--- config.mk ---
export PLATFORM = sky130hd
export DESIGN_NAME = hnoc_pe_if
export DESIGN_NICKNAME = d
export VERILOG_FILES = /design/src/rtl/hnoc_pe_if.sv
export SDC_FILE = /design/constraint.sdc
export NUM_CORES = 1
export LEC_CHECK = 0
export CAP_MARGIN = 10
export CORE_ASPECT_RATIO = 0.75
export CORE_UTILIZATION = 50
export CTS_CLUSTER_DIAMETER = 40
export DETAILED_ROUTE_END_ITERATION = 12
export GPL_TIMING_DRIVEN = 0
export PLACE_DENSITY = 0.74
export SYNTH_ARGS = -nofsm -noshare
export SYNTH_HDL_FRONTEND = slang
export SYNTH_SLANG_ARGS = --single-unit
--- constraint.sdc ---
create_clock -name i_sclk -period 3.2 [get_ports i_sclk]
set_input_delay 0.96 -clock i_sclk [delete_from_list [all_inputs] [get_ports i_sclk]]
set_output_delay 0.96 -clock i_sclk [all_outputs]
set_load 0.02 [all_outputs]
--- src/rtl/hnoc_pe_if.sv ---
// hnoc_pe_if: processing-element interface for a hierarchical NoC leaf port.
// The PE TX path is buffered into a small FIFO and presented to the leaf port
// as {dest, payload} flits. Flits from the leaf port addressed to MyAddr are
// buffered for the PE. All other flits are dropped and counted.
// Optional build macro: HNOC_PEIF_STATS_EN adds o_tx_cnt / o_rx_cnt transfer counters.

// Synchronous FIFO with registered ready/valid and a registered head word.
// The head register mirrors the oldest entry (first-word-fall-through).
module hnoc_pe_if_fifo #(
    parameter int Width = 32,
    parameter int Depth = 2
) (
    input  logic             clk,
    input  logic             rst_n,
    input  logic             push_req,
    input  logic [Width-1:0] push_data,
    output logic             push_ready,
    input  logic             pop_req,
    output logic [Width-1:0] pop_data,
    output logic             pop_valid
);
    localparam int PtrW = (Depth > 1) ? $clog2(Depth) : 1;
    localparam int CntW = $clog2(Depth + 1);

    logic [Width-1:0] mem_r [Depth];
    logic [PtrW-1:0]  wr_ptr_r;
    logic [PtrW-1:0]  rd_ptr_r;
    logic [PtrW-1:0]  rd_ptr_next_s;
    logic [CntW-1:0]  count_r;
    logic [CntW-1:0]  count_next_s;
    logic [Width-1:0] head_r;
    logic [Width-1:0] head_next_s;
    logic             ready_r;
    logic             valid_r;
    logic             push_s;
    logic             pop_s;

    // Pointer advance with wrap at Depth (Depth need not be a power of two).
    function automatic logic [PtrW-1:0] ptr_inc(input logic [PtrW-1:0] ptr);
        logic [PtrW-1:0] nxt;
        if (ptr == PtrW'(Depth - 1)) begin
            nxt = {PtrW{1'b0}};
        end else begin
            nxt = ptr + PtrW'(1);
        end
        return nxt;
    endfunction

    assign push_ready = ready_r;
    assign pop_valid  = valid_r;
    assign pop_data   = head_r;

    // Next occupancy, read pointer and head word from this cycle's handshakes.
    always_comb begin
        push_s = push_req & ready_r;
        pop_s  = pop_req & valid_r;

        if (push_s && !pop_s) begin
            count_next_s = count_r + CntW'(1);
        end else if (!push_s && pop_s) begin
            count_next_s = count_r - CntW'(1);
        end else begin
            count_next_s = count_r;
        end

        if (pop_s) begin
            rd_ptr_next_s = ptr_inc(rd_ptr_r);
        end else begin
            rd_ptr_next_s = rd_ptr_r;
        end

        // The written word becomes the head when it lands on the next read slot.
        if (count_next_s == {CntW{1'b0}}) begin
            head_next_s = {Width{1'b0}};
        end else if (push_s && (wr_ptr_r == rd_ptr_next_s)) begin
            head_next_s = push_data;
        end else begin
            head_next_s = mem_r[rd_ptr_next_s];
        end
    end

    // Storage array; entries are only read after being written, so no reset.
    always_ff @(posedge clk) begin
        if (push_s) begin
            mem_r[wr_ptr_r] <= push_data;
        end
    end

    // Pointers, occupancy and the registered ready/valid/head outputs.
    always_ff @(posedge clk or negedge rst_n) begin
        if (!rst_n) begin
            wr_ptr_r <= {PtrW{1'b0}};
            rd_ptr_r <= {PtrW{1'b0}};
            count_r  <= {CntW{1'b0}};
            head_r   <= {Width{1'b0}};
            ready_r  <= 1'b0;
            valid_r  <= 1'b0;
        end else begin
            if (push_s) begin
                wr_ptr_r <= ptr_inc(wr_ptr_r);
            end
            rd_ptr_r <= rd_ptr_next_s;
            count_r  <= count_next_s;
            head_r   <= head_next_s;
            ready_r  <= (count_next_s != CntW'(Depth));
            valid_r  <= (count_next_s != {CntW{1'b0}});
        end
    end
endmodule

module hnoc_pe_if #(
    parameter int DataWidth = 36,
    parameter int AddrWidth = 4,
    parameter int MyAddr    = 0,
    parameter int TxDepth   = 2,
    parameter int RxDepth   = 4
) (
    input  logic                           i_sclk,
    input  logic                           i_reset,
    input  logic [DataWidth-AddrWidth-1:0] i_pe_data,
    input  logic [AddrWidth-1:0]           i_pe_dest,
    input  logic                           i_pe_valid,
    output logic                           o_pe_ready,
    output logic [DataWidth-1:0]           o_net_data,
    output logic                           o_net_data_valid,
    input  logic                           i_net_data_ready,
    input  logic [DataWidth-1:0]           i_net_data,
    input  logic                           i_net_data_valid,
    output logic                           o_net_data_ready,
    output logic [DataWidth-AddrWidth-1:0] o_pe_data,
    output logic                           o_pe_valid,
    input  logic                           i_pe_ready,
    output logic [7:0]                     o_misroute_cnt
`ifdef HNOC_PEIF_STATS_EN
    ,
    output logic [15:0]                    o_tx_cnt,
    output logic [15:0]                    o_rx_cnt
`endif
);
    localparam int PayW = DataWidth - AddrWidth;

    logic            is_local_s;
    logic            rx_ready_s;
    logic            drop_s;
    logic [7:0]      misroute_cnt_r;

    assign is_local_s       = (i_net_data[DataWidth-1 -: AddrWidth] == AddrWidth'(MyAddr));
    assign drop_s           = i_net_data_valid & rx_ready_s & ~is_local_s;
    assign o_net_data_ready = rx_ready_s;
    assign o_misroute_cnt   = misroute_cnt_r;

    // PE -> network: words are stored already formatted as {dest, payload};
    // a flit for MyAddr still goes out to the network.
    hnoc_pe_if_fifo #(
        .Width(DataWidth),
        .Depth(TxDepth)
    ) u_tx_fifo (
        .clk       (i_sclk),
        .rst_n     (i_reset),
        .push_req  (i_pe_valid),
        .push_data ({i_pe_dest, i_pe_data}),
        .push_ready(o_pe_ready),
        .pop_req   (i_net_data_ready),
        .pop_data  (o_net_data),
        .pop_valid (o_net_data_valid)
    );

    // Network -> PE: only flits addressed here are written; ready is not
    // gated by the address so misrouted flits are always consumed when not full.
    hnoc_pe_if_fifo #(
        .Width(PayW),
        .Depth(RxDepth)
    ) u_rx_fifo (
        .clk       (i_sclk),
        .rst_n     (i_reset),
        .push_req  (i_net_data_valid & is_local_s),
        .push_data (i_net_data[PayW-1:0]),
        .push_ready(rx_ready_s),
        .pop_req   (i_pe_ready),
        .pop_data  (o_pe_data),
        .pop_valid (o_pe_valid)
    );

    // Saturating count of flits dropped for carrying a foreign destination.
    always_ff @(posedge i_sclk or negedge i_reset) begin
        if (!i_reset) begin
            misroute_cnt_r <= 8'd0;
        end else if (drop_s && (misroute_cnt_r != 8'hFF)) begin
            misroute_cnt_r <= misroute_cnt_r + 8'd1;
        end else begin
            misroute_cnt_r <= misroute_cnt_r;
        end
    end

`ifdef HNOC_PEIF_STATS_EN
    logic [15:0] tx_cnt_r;
    logic [15:0] rx_cnt_r;

    assign o_tx_cnt = tx_cnt_r;
    assign o_rx_cnt = rx_cnt_r;

    // Wrapping counters of network-side TX transfers and PE-side RX deliveries.
    always_ff @(posedge i_sclk or negedge i_reset) begin
        if (!i_reset) begin
            tx_cnt_r <= 16'd0;
            rx_cnt_r <= 16'd0;
        end else begin
            if (o_net_data_valid && i_net_data_ready) begin
                tx_cnt_r <= tx_cnt_r + 16'd1;
            end else begin
                tx_cnt_r <= tx_cnt_r;
            end
            if (o_pe_valid && i_pe_ready) begin
                rx_cnt_r <= rx_cnt_r + 16'd1;
            end else begin
                rx_cnt_r <= rx_cnt_r;
            end
        end
    end
`else
    // Statistics counters are not present in this build.
`endif
endmodule

## After elaboration in Yosys (flattened, before gate mapping)

Memories as Yosys holds them, arrays and structs flattened.
Cells that the tools add are included.
Widths: inputs -> output; s select.

| operators by class | value |
|---|---|
| add/subtract/negate cells | 9 |
| equal/unequal tests | 7 |
| mux-type cells | 18 |
| bitwise operators | 8 |
| reduce and logical (&&, ||, !) cells | 16 |

Operator list:

| kind | count |
|---|---|
| $mux 36 | 2 |
| $mux 32 | 2 |
| $mux 2 | 5 |
| $add 8x1->8 const B | 1 |
| $ne 8x8->1 const B | 1 |
| $and 1x1->1 | 7 |
| $logic_and 1x1->1 | 7 |
| $mux 1 | 7 |
| $add 2x1->2 const B | 3 |
| $mux 3 | 2 |
| $eq 2x2->1 const B | 2 |
| $logic_not 1->1 | 4 |
| $logic_not 4->1 | 1 |
| $add 3x1->3 const B | 1 |
| $logic_not 3->1 | 1 |
| $ne 3x3->1 const B | 1 |
| $reduce_bool 3->1 | 1 |
| $sub 3x1->3 const B | 1 |
| $add 1x1->1 const B | 2 |
| $eq 2x2->1 | 1 |
| $logic_not 2->1 | 1 |
| $ne 2x2->1 const B | 1 |
| $reduce_bool 2->1 | 1 |
| $sub 2x1->2 const B | 1 |
| 2 further kinds | 2 |

| storage, ports and cells | value |
|---|---|
| flip-flop bits (word level) | 91 |
| bits in writable memories | 200 |
| input bits | 78 |
| output and inout port bits | 80 |
| word-level logic and storage cells | 73 |
| memories | 2 |

Memories:

| name | depth | width | read ports | clocked after memory_dff | wr ports | line | source |
|---|---|---|---|---|---|---|---|
| u_rx_fifo.mem_r | 4 | 32 | 1 | 0 | 1 | 25 | `logic [Width-1:0] mem_r [Depth];` |
| u_tx_fifo.mem_r | 2 | 36 | 1 | 0 | 1 | 25 |  |

## Longest topological paths before layout

Gate-level depths: netlist (run 1).

| depth | value |
|---|---|
| depth in word-level cells | 9 |
| depth in mapped cells | 8 |
| gate-level depth less buffers | 7 |

## Hierarchy

A second synthesis (run 1) with hierarchy kept.

| second synthesis, totals | value |
|---|---|
| cells, all modules | 638 |
| area, all modules | 11,436.0 um^2 |

By module, submodules not included:

| module | instances | cells an instance | area an instance (um^2) | sequential area each (um^2) |
|---|---|---|---|---|
| hnoc_pe_if_fifo at u_rx_fifo | 1 | 325 | 6,475.0 | 4,869.7 |
| hnoc_pe_if_fifo at u_tx_fifo | 1 | 273 | 4,523.1 | 3,213.1 |
| hnoc_pe_if | 1 | 40 | 437.9 | 200.2 |

## Worst setup path after synthesis (run 1)

No wires, ideal clock.

| timing path | value |
|---|---|
| kind | in2reg |
| from | input i_pe_valid |
| to | memory u_tx_fifo.mem_r[0][0] (netlist bit), enable pin |
| setup time | 429 ps |
| arrival time | 2,633 ps |
| required time | 2,771 ps |
| slack | 138 ps |
| stages on the path | 2 |
| path buffers | 0 |
| path through | nand2_1 nor2_1 |

| on the way | value |
|---|---|
| cells in the longest elaborated chain, start to end | 3 |

RTL lines:

| what | line | source |
|---|---|---|
| start, declared | 122 | `input logic i_pe_valid,` |
| $and 1x1->1 | 55 | `push_s = push_req & ready_r;` |
| $mux 1 | 84 | `if (push_s) begin` |
| $mux 1 (not written as such) | 85 | `mem_r[wr_ptr_r] <= push_data;` |
| end, declared | 25 |  |

Every way passes these cells.

## Worst setup path after layout (run 1)

| timing path | value |
|---|---|
| from | input i_pe_valid |
| to | register u_tx_fifo.head_r[6] (netlist: u_tx_fifo.pop_data[6]) |

| on the way | value |
|---|---|
| cells in the longest elaborated chain, start to end | 7 |
| elaborated cells on any way between the ends | 10 |
| classes of those cells | mux: 4; bitwise: 1; reduce/logical: 5 |

RTL lines:

| what | line | source |
|---|---|---|
| $and 1x1->1 * | 55 |  |
| $logic_not 1->1 | 60 | `end else if (!push_s && pop_s) begin` |
| $logic_and 1x1->1 | 60 |  |
| $mux 2 | 60 |  |
| $mux 2 | 58 | `if (push_s && !pop_s) begin` |
| $logic_not 2->1 | 73 | `if (count_next_s == {CntW{1'b0}}) begin` |
| $mux 36 * | 73 |  |
| via u_tx_fifo.head_next_s[6] | 32 | `logic [Width-1:0] head_next_s;` |
| end signal, assigned | 95 | `head_r <= {Width{1'b0}};` |
| end signal, assigned | 104 | `head_r <= head_next_s;` |
| end, declared | 31 | `logic [Width-1:0] head_r;` |

The timed path passes the listed nets; every way through them passes the cells marked *.
A chain may end at the register's enable or synchronous reset.

==> results of run 1 <==
[layer usage]
| layer | wire length [um] | track usage [%] | vias up |
|---|---|---|---|
| li1 | - | - | 3310 |
| met1 | 11700 | 33.7 | 3682 |
| met2 | 11900 | 34.1 | 211 |
| met3 | 1440 | 3.82 | 22 |
| met4 | 306 | 5.94 | 0 |
| met5 | 0 | 0 | - |
[state kept, by name, summed over array words and instances, names as in the netlist]
signal / cells
u_tx_fifo.pop_data: 36
u_rx_fifo.mem_r: 128
u_rx_fifo.pop_data: 32
u_rx_fifo.rd_ptr_r: 2
u_tx_fifo.wr_ptr_r: 1
u_tx_fifo.push_ready: 1
u_tx_fifo.rd_ptr_r: 1
u_rx_fifo.wr_ptr_r: 2
u_rx_fifo.push_ready: 1
u_tx_fifo.count_r: 2
u_tx_fifo.mem_r: 72
u_rx_fifo.count_r: 3
o_misroute_cnt: 8
u_tx_fifo.pop_valid: 1
u_rx_fifo.pop_valid: 1
[final cells by class]
class | instances | share of cell area, %
tap | 294 | 2.53
clock buffer | 49 | 7.17
inverter | 7 | 0.181
buffer | 49 | 1.60
sequential | 291 | 56.9
timing repair buffer | 158 | 11.1
multi-input combinational | 425 | 19.6
clock inverter | 14 | 0.946
[synthesized netlist by cell type, types with 3 or more instances]
cell type  number
edfxtp_1      200
dfrtp_1        91
nand3_1        72
nand2_1        48
nor2_1         38
a211oi_1       36
mux2i_1        36
o21ai_0        36
a21oi_1        35
mux2_2         34
o211ai_1       32
clkbuf_1       30
buf_2          12
and3_1          8
ha_1            8
xnor2_1         7
inv_1           6
xor2_1          5
buf_4           3
buf_6           3
nand4_1         3
[how the worst min path moves through the flow]
stage          depth (start not counted)                                to  slack [ns]
2_1_floorplan                          1    u_tx_fifo.count_r[1]$_DFF_PN0_        0.50
3_3_place_gp                           1     o_misroute_cnt[6]$_DFFE_PN0P_        0.48
3_5_place_dp                           1     o_misroute_cnt[6]$_DFFE_PN0P_        0.49
4_1_cts                                1  u_tx_fifo.pop_data[34]$_DFF_PN0_        0.40
5_1_grt                                1  u_tx_fifo.pop_data[34]$_DFF_PN0_        0.41
6_report                               1     o_misroute_cnt[3]$_DFFE_PN0P_        0.40
[logic make-up after synthesis]
family                     after synthesis  share of synthesized area [%]
muxes                                   70                           6.53
buffers and inverters                   56                           2.28
and+or+nand+nor                        183                           7.65
DFF                                    291                           72.8
AOI/OAI and AO/OA                      150                           8.56
xor gates and xnor gates                14                           1.28
adders and majority gates                8                          0.880
[stage by stage]
| step | TNS (ns) | setup WS, ns | std cells | hold slack (ns) | instance area, um^2 |
|---|---|---|---|---|---|
| after floorplan | 0 | 0.138 | 772 | 0.501 | 11400 |
| after global placement | -382.55 | -2.69 | 1222 | 0.482 | 13300 |
| after CTS | 0 | 0.323 | 1287 | 0.398 | 14600 |
| final | 0 | 0.309 | 1287 | 0.396 | 14600 |
| after global routing | 0 | 0.103 | 1287 | 0.413 | 14600 |
| after detailed placement | -11.07 | -0.186 | 1224 | 0.487 | 13400 |
[power breakdown]
group | leakage (uW) | total, uW | switching (uW) | internal [uW]
logic | 0.00183 | 5560 | 3200 | 2370
clock network | 0.000573 | 3930 | 1480 | 2450
registers | 0.00290 | 5200 | 304 | 4900
==> impl_metrics.json, run 1 <==
{
  "outcome": "complete, no violations",
  "ios": 158,
  "mostFrequentLayoutCells": "edfxtp_1, clkdlybuf4s50_1, dfrtp_1, nand3_1, nand2_1",
  "fin_crit_sh_pct": 90.4,
  "cts_buffers": 35,
  "ir_worst_vdd_v": 0.000744,
  "synth-async-reset-ratio_pct": 31.3,
  "worstMarginPinSlew_ns": 0.943,
  "nNetsFinal": 1053,
  "dr.pass1.iters": 4,
  "grt_max_degree": 65,
  "synth_area_um2": 11400,
  "drc": 0,
  "clock_skew_ns": 0.0213,
  "drt_wl_total_um": 25300,
  "crit_required_ns": 3.53,
  "path_class": "primary input to flop",
  "antennaDiodeCount": 0,
  "initial_utilization_pct": 51.3,
  "initialDrtViolationCount": 576,
  "crit_chain": "clkdlybuf4s50_1, nand2_1, xor2_1, nor3_1, a21o_1, clkbuf_1, clkbuf_1, a211oi_1",
  "register_area_um2": 8280,
  "crit_buf_inv": 3,
  "maxCapViolCount": 0,
  "post_cts_resized": 0,
  "rsz0062_at_grt": "no",
  "h-tree-depth": 2,
  "critPathCaptureType": "flop",
  "drv_slew": 0,
  "relSlewSlack_pct": 37.1,
  "syn_nets": 858,
  "multi_input_area_um2": 2850,
  "core_area_um2": 22200,
  "synth_top_cell_by_area": "edfxtp_1",
  "startpoint_type": "primary input",
  "portBuffers": 156,
  "yosys_warnings": 0,
  "vias": 7225,
  "clockBufferDepth": 3,
  "clock_sinks": 291,
  "fill_cells": 1601,
  "critical-path-top-delay-family": "buffers and inverters",
  "row_count": 47,
  "gp_congestion": 0.798,
  "finalSetupViolCount": 0,
  "die_y_um": 133,
  "power_density_nw_per_um2": 1010,
  "synth_area_leaders": "edfxtp_1, dfrtp_1, mux2_2, mux2i_1, nand3_1",
  "cpPeakStageDelay_ns": 0.55,
  "hp-class": "primary input to async pin",
  "crit_top_cell": "clkbuf_1",
  "timing.rr.end": "u_rx_fifo.pop_data[20]$_DFF_PN0_",
  "avgSynthCellArea_um2": 14.7,
  "hpwlAfterDp_um": 15800,
  "ff2ff_setup_slack_ns": 0.59,
  "synth_edf_count": 200,
  "cp_data_arrival_time_ns": 3.22,
  "holdBufCountCts": 0,
  "finalCriticalPeriod_ns": 2.89,
  "crit_fanout": 10,
  "path_clk_slew_ns": 0.05,
  "synthDistinctLibCells": 45,
  "grt.total_usage_pct": 22.5,
  "synth_seq_area_share_pct": 72.8,
  "syn2layout_area_growth_pct": 27.9,
  "clock-root-buffer": "clkbuf_16",
  "grt_first_pass_wirelength_um": 40300,
  "cp_num_cells": 8,
  "reg2regPathDepth": 7,
  "die_area_um2": 23400,
  "dieWidth_um": 176,
  "tritoncts": "done",
  "antenna_found_initial": 0,
  "clkLatencyLatePin_ns": 0.51,
  "rr_startpoint": "u_rx_fifo.pop_valid$_DFF_PN0_",
  "max_freq_ghz": 0.346,
  "synth_top_area_share_pct": 52.8,
  "wl_per_cell_um": 19.7,
  "leakage_uw": 0.00531,
  "grt_pass1_vias": 7335,
  "grt_overflow": 0,
  "finalHoldViolations": 0,
  "critPathLaunch": "i_pe_valid",
  "fin_util_pct": 65.6,
  "post_cts_buffers": 0,
  "slowest_stage": "clkdlybuf4s50_1",
  "layout_commonest_cell": "edfxtp_1",
  "netlist_instances": 772,
  "synth_flop_cell": "edfxtp_1",
  "ant_nets": 0,
  "drive_gt1_share_pct": 12.8,
  "synth_seq_cells": 291,
  "vias_per_cell": 5.61,
  "power_uw": 14700,
  "cp-endpoint": "u_tx_fifo.pop_data[6]$_DFF_PN0_"
}
Note: power is estimated with default switching activity, not from simulation.
==> inputs of run 2 (changes only) <==
TNS_END_PERCENT = 30   (was unset)
==> results of run 2 <==
Final layout, timing and power as in run 1 (identical DEF).
==> RTL edit 1, RTL diff (settings of run 1) <==
The option `HNOC_PEIF_STATS_EN` is turned on by a define.
--- a/src/rtl/hnoc_pe_if.sv
+++ b/src/rtl/hnoc_pe_if.sv
@@ -6,6 +6,8 @@
 
 // Synchronous FIFO with registered ready/valid and a registered head word.
 // The head register mirrors the oldest entry (first-word-fall-through).
+`define HNOC_PEIF_STATS_EN
+
 module hnoc_pe_if_fifo #(
     parameter int Width = 32,
     parameter int Depth = 2
Check against the original RTL (old outputs only; new: o_rx_cnt and o_tx_cnt): equivalent (Yosys induction, for registers that start in step).
==> RTL edit 1 against run 1 <==
Area after synthesis rose by 14%. Sequential cell count rose by 32. Setup slack got worse by 0.18 ns. Design area rose by 15%. Fmax fell by 5.7%. Hold slack got worse by 0.086 ns. Cell count rose by 19%. Routed wire length rose by 16%. Count of clock-buffer cells in the layout fell by 6. Combinational power rose by 12%. Clock skew fell by 0.0028 ns. Power rose by 14%. Sequential power rose by 12%.
==> RTL edit 1: results (changes against run 1) <==
Yosys
• 3.14% — synthesized-area fraction occupied by xor and xnor cells, +1.9 points
• 51 — Cell variety after synth, +13%
• 1018 — synthesized netlist net count, +19%
• 0.966% — adder-cell share of the synthesized area, +0.086 points
• 70.1% — proportion of synthesized chip area in sequential cells, -2.7 points
• 2.87% — multiplexer share of the synthesized area, -3.7 points
• 38.1% — async set or reset register ratio after synthesis, +6.8 points
• 8.90% — compound-cell area share of the yosys netlist, +0.34 points
• sky130_fd_sc_hd__edfxtp_1 (46%), sky130_fd_sc_hd__dfrtp_1 (24%), sky130_fd_sc_hd__nand3_1 (3.0%), sky130_fd_sc_hd__mux2i_1 (2.8%), sky130_fd_sc_hd__xnor2_1 (2.1%) — biggest area contributors in the synthesized netlist
• 0 — count of warnings emitted by yosys, unchanged
• sky130_fd_sc_hd__edfxtp_1 (200), sky130_fd_sc_hd__dfrtp_1 (123), sky130_fd_sc_hd__nand3_1 (78) — top cells by count, synth

Placed design
• 0.0153 sq mm — Post-DP Area, +15%
• 0.824 — global placement routability congestion, +3.3%
• 1459 — total instance count after detailed placement, +19%
• 18.4 mm — hpwl dp, +16%
• 189 — count of buffers from port buffering, +21%

Route
• 29.3 mm — total length of routed wires, +16%
• 606 — Iteration-0 DRC Markers, +5.2%
• 5 — First-pass DRT Iterations, +1
• 8433 — total number of vias, +17%
• 5.52 — via-per-instance ratio, -1.8%

Run status
• finished, final reports clean — outcome

Finish
• 1849 — count of filler cells inserted in the layout, +15%
• 11.0% — ratio of cells with drive above 1 in the final layout, -1.8 points
• 1249 — net count of the finished layout, +19%

Clock network
• 1 — post-cts repair resize count, +1
• 38 — number of buffers created by CTS, +8.6%
• 0.53 ns — clock latency reported for the late side of the worst-skew pair, +0.02 ns

Pwr
• 0.000647 V — maximum VDD drop, -13%
• 6.34 nW — static leakage power, +20%

Critical path
• 3.52 ns — worst endpoint data arrival time, +0.30 ns
• 0.62 ns — peak per-stage delay on the critical path, +0.07 ns
• i_pe_ready — Worst setup startpoint
• u_rx_fifo.rd_ptr_r[0]$_DFF_PN0_ — worst reg2reg startpoint

Global route
• 46.6 mm — first-pass GRT wire length, +16%
• 94 — largest net degree at the start of global routing, +45%
• 8561 — number of global-route vias before repair, +17%

STA
• 0.947 ns — Slew @ Worst Pin, +0.00440 ns
• 0.0185 ns — Fin Clk Skew, -0.00282 ns

-- RTL edit 1: cell count changes after synthesis, moves of 21 or more --
cell,run 1,this run
sky130_fd_sc_hd__and3_1,8,42
sky130_fd_sc_hd__and2_1,2,35
sky130_fd_sc_hd__mux2_2,34,1
sky130_fd_sc_hd__dfrtp_1,91,123
sky130_fd_sc_hd__o211ai_1,32,1
sky130_fd_sc_hd__a21oi_1,35,5
sky130_fd_sc_hd__a21oi_2,0,29
sky130_fd_sc_hd__xnor2_1,7,31
sky130_fd_sc_hd__o311ai_0,0,21
-- RTL edit 1: worst paths after layout --
| check | endpoint | slack, ns | cells past startpoint |
|---|---|---|---|
| min in group i_sclk | o_tx_cnt[15]$_DFFE_PN0P_ | 0.48 | 1 |
| worst max register to register | u_rx_fifo.pop_data[17]$_DFF_PN0_ | 0.53 | 7 |
| max in group asynchronous | u_tx_fifo.pop_data[26]$_DFF_PN0_ | 2.13 | 2 |
| worst min-delay path | o_rx_cnt[13]$_DFFE_PN0N_ | 0.31 | 1 |
| worst min register to register | o_tx_cnt[15]$_DFFE_PN0P_ | 0.48 | 1 |
| worst max-delay path | u_rx_fifo.pop_data[17]$_DFF_PN0_ | 0.13 | 7 |
-- RTL edit 1: power by group --
| group | switching (mW) | leakage [nW] | internal (mW) |
|---|---|---|---|
| clock network | 1.79 | 0.680 | 2.97 |
| registers | 0.439 | 3.33 | 5.38 |
| logic | 3.58 | 2.33 | 2.63 |
-- RTL edit 1: final cells by class --
type | count | area [sq um] | share of cell area, %
Timing Repair Buffer | 191 | 1940 | 11.6
Buffer | 57 | 269 | 1.61
Sequential cell | 323 | 9080 | 54.2
Tap cell | 338 | 423 | 2.52
Inverter | 9 | 33.8 | 0.202
Multi-Input combinational cell | 541 | 3580 | 21.4
Clock buffer | 43 | 1040 | 6.23
Clock inverter | 27 | 379 | 2.26
-- RTL edit 1: kinds of logic after synthesis --
group,after synthesis
AO/OA/AOI/OAI,154
XOR/XNOR,44
adder cells (fa/ha/maj),10
buffers and inverters,66
flip-flops,323
multiplexers,37
AND/OR/NAND/NOR,296
-- RTL edit 1: metal layers --
| metal | GRT usage [%] | wire (um) | vias to the layer above | part of all wire, % |
|---|---|---|---|---|
| met4 | 5.95 | 471 | 0 | 1.6 |
| met3 | 7.05 | 2660 | 42 | 9.1 |
| met1 | 30.5 | 12500 | 4118 | 43 |
| met5 | 0 | 0 | - | 0 |
| met2 | 35.5 | 13700 | 346 | 47 |
| li1 | - | - | 3927 | - |
-- RTL edit 1: through the flow --
stage / hold WS (ns) / worst slack [ns]
2_1_floorplan: 0.501 / 0.136
3_3_place_gp: 0.460 / -3.91
3_5_place_dp: 0.467 / -0.593
4_1_cts: 0.303 / 0.134
5_1_grt: 0.320 / 0.0358
6_report: 0.310 / 0.133
==> RTL edit 2, RTL diff (config.mk and constraints of run 1) <==
Made on the original files. Register the output `o_misroute_cnt` once more, with the module's reset; this adds one clock of latency there. The other outputs are not delayed to match.
--- a/src/rtl/hnoc_pe_if.sv
+++ b/src/rtl/hnoc_pe_if.sv
@@ -147,7 +147,13 @@
     assign is_local_s       = (i_net_data[DataWidth-1 -: AddrWidth] == AddrWidth'(MyAddr));
     assign drop_s           = i_net_data_valid & rx_ready_s & ~is_local_s;
     assign o_net_data_ready = rx_ready_s;
-    assign o_misroute_cnt   = misroute_cnt_r;
+    always_ff @(posedge i_sclk or negedge i_reset) begin
+        if (!i_reset) begin
+            o_misroute_cnt <= '0;
+        end else begin
+            o_misroute_cnt <= misroute_cnt_r;
+        end
+    end
 
     // PE -> network: words are stored already formatted as {dest, payload};
     // a flit for MyAddr still goes out to the network.
Behaviour: not the same (Yosys sat finds a counterexample within 4 cycles, from zero or initial values and one cycle with i_reset low).
==> RTL edit 2 against run 1 <==
Cell count is 0.70% higher. Sequential cell count is 8 higher. Count of clock-buffer cells in the layout is 2 lower. Setup slack better by 0.041 ns. Highest routed layer is now met5. Die area is 1.7% higher. Non-clock buffer count stayed put. Critical path type unchanged. Power is 1.0% higher. Design area is 1.1% higher. Routed wire length is 2.6% higher. Clock power is 1% lower. Critical endpoint is now u_tx_fifo.pop_data[26]$_DFF_PN0_. Area after synthesis is 1.8% higher.
==> RTL edit 2: results (changes against run 1) <==
Yosys
• sky130_fd_sc_hd__edfxtp_1 (200), sky130_fd_sc_hd__dfrtp_1 (99), sky130_fd_sc_hd__nand3_1 (72) — top cells by count, synth
• 33.1% — async set or reset register ratio after synthesis, +1.8 points
• sky130_fd_sc_hd__edfxtp_1 (52%), sky130_fd_sc_hd__dfrtp_1 (21%), sky130_fd_sc_hd__mux2_2 (3.3%), sky130_fd_sc_hd__mux2i_1 (3.1%), sky130_fd_sc_hd__nand3_1 (3.1%) — biggest area contributors in the synthesized netlist
• 780 — Cells after Synth, +1.0%

Finish
• 7.85% — clock-cell share of area, -0.27 points
• 299 — layout sequential cell count, +2.7%
• 1062 — net count of the finished layout, +0.85%
• 12.5% — Non-clock buffering overhead, -0.19 points
• 0.00848 sq mm — area of all sequential standard cells, +2.4%
• 1622 — count of filler cells inserted in the layout, +1.3%
• 65.7% — fin util, about the same

Placed design
• 1232 — total instance count after detailed placement, +0.65%
• -0.148 ns — worst slack after detailed placement, +0.0379 ns
• 0.775 — global placement routability congestion, -2.8%
• 0.0136 sq mm — Post-DP Area, +1.4%

Global route
• 33.0% — GR met2 Demand/Resource, -1.0 points
• 40.3 mm — first-pass GRT wire length, -0.21%
• 1 — number of antenna violations at the first check in global routing, +1
• 4.74% — global-route track usage on met3, +0.92 points
• 7198 — number of global-route vias before repair, -1.9%
• 22.4% — GRT Util Overall, -0.023 points

Route
• 1.72 mm — wire length on met3, +19%
• 26.0 mm — total length of routed wires, +2.6%
• 5.61 — via-per-instance ratio, about the same
• 659 — Iteration-0 DRC Markers, +14%
• 5 — First-pass DRT Iterations, +1
• 11.8 mm — metal1 wirelength, +0.82%

Clock network
• 36 — number of buffers created by CTS, +2.9%

Pwr
• 5.40 nW — static leakage power, +1.7%

Run status
• finished, final reports clean — outcome

Hold path
• reg -> reg — Worst Hold Class

[RTL edit 2: changes by cell type after synthesis]
cell / delta
sky130_fd_sc_hd__buf_1: +1
sky130_fd_sc_hd__clkbuf_1: -1
sky130_fd_sc_hd__dfrtp_1: +8
[RTL edit 2: power breakdown]
part / total, mW / leakage [nW] / internal [mW] / switching, mW
combinational: 5.60 / 1.83 / 2.36 / 3.24
clock: 3.89 / 0.566 / 2.35 / 1.54
sequential: 5.36 / 3.00 / 5.03 / 0.321
[RTL edit 2: cells by family (layout without fill, tap and decap cells)]
kind of cell	Yosys count	in the layout	share of synthesized area [%]
AOI/OAI and AO/OA	150	150	8.41
xor gates and xnor gates	14	14	1.25
adders and majority gates	8	8	0.865
buffers and inverters	56	278	2.24
DFF	299	299	73.3
muxes	70	70	6.42
and+or+nand+nor	183	183	7.51
[RTL edit 2: worst max-delay path: cells and delay by family]
kind                   cells  cell delay (ns)
buffers and inverters      3             1.41
XOR/XNOR                   1             0.23
AND/OR/NAND/NOR            2             0.34
AO/OA/AOI/OAI              2             0.23
[RTL edit 2: path summary, 6_finish.rpt]
kind	start	endpoint	slack, ns	cells after the start
setup / recovery	i_pe_valid	u_tx_fifo.pop_data[26]$_DFF_PN0_	0.35	8
hold / removal	misroute_cnt_r[6]$_DFFE_PN0P_	o_misroute_cnt[6]$_DFF_PN0_	0.41	0
setup reg to reg	u_rx_fifo.pop_valid$_DFF_PN0_	u_rx_fifo.pop_data[18]$_DFF_PN0_	0.62	7
hold reg to reg	misroute_cnt_r[6]$_DFFE_PN0P_	o_misroute_cnt[6]$_DFF_PN0_	0.41	0
max in group asynchronous	i_reset	u_tx_fifo.pop_data[19]$_DFF_PN0_	1.97	2
min in group asynchronous	i_reset	o_misroute_cnt[7]$_DFF_PN0_	0.52	1
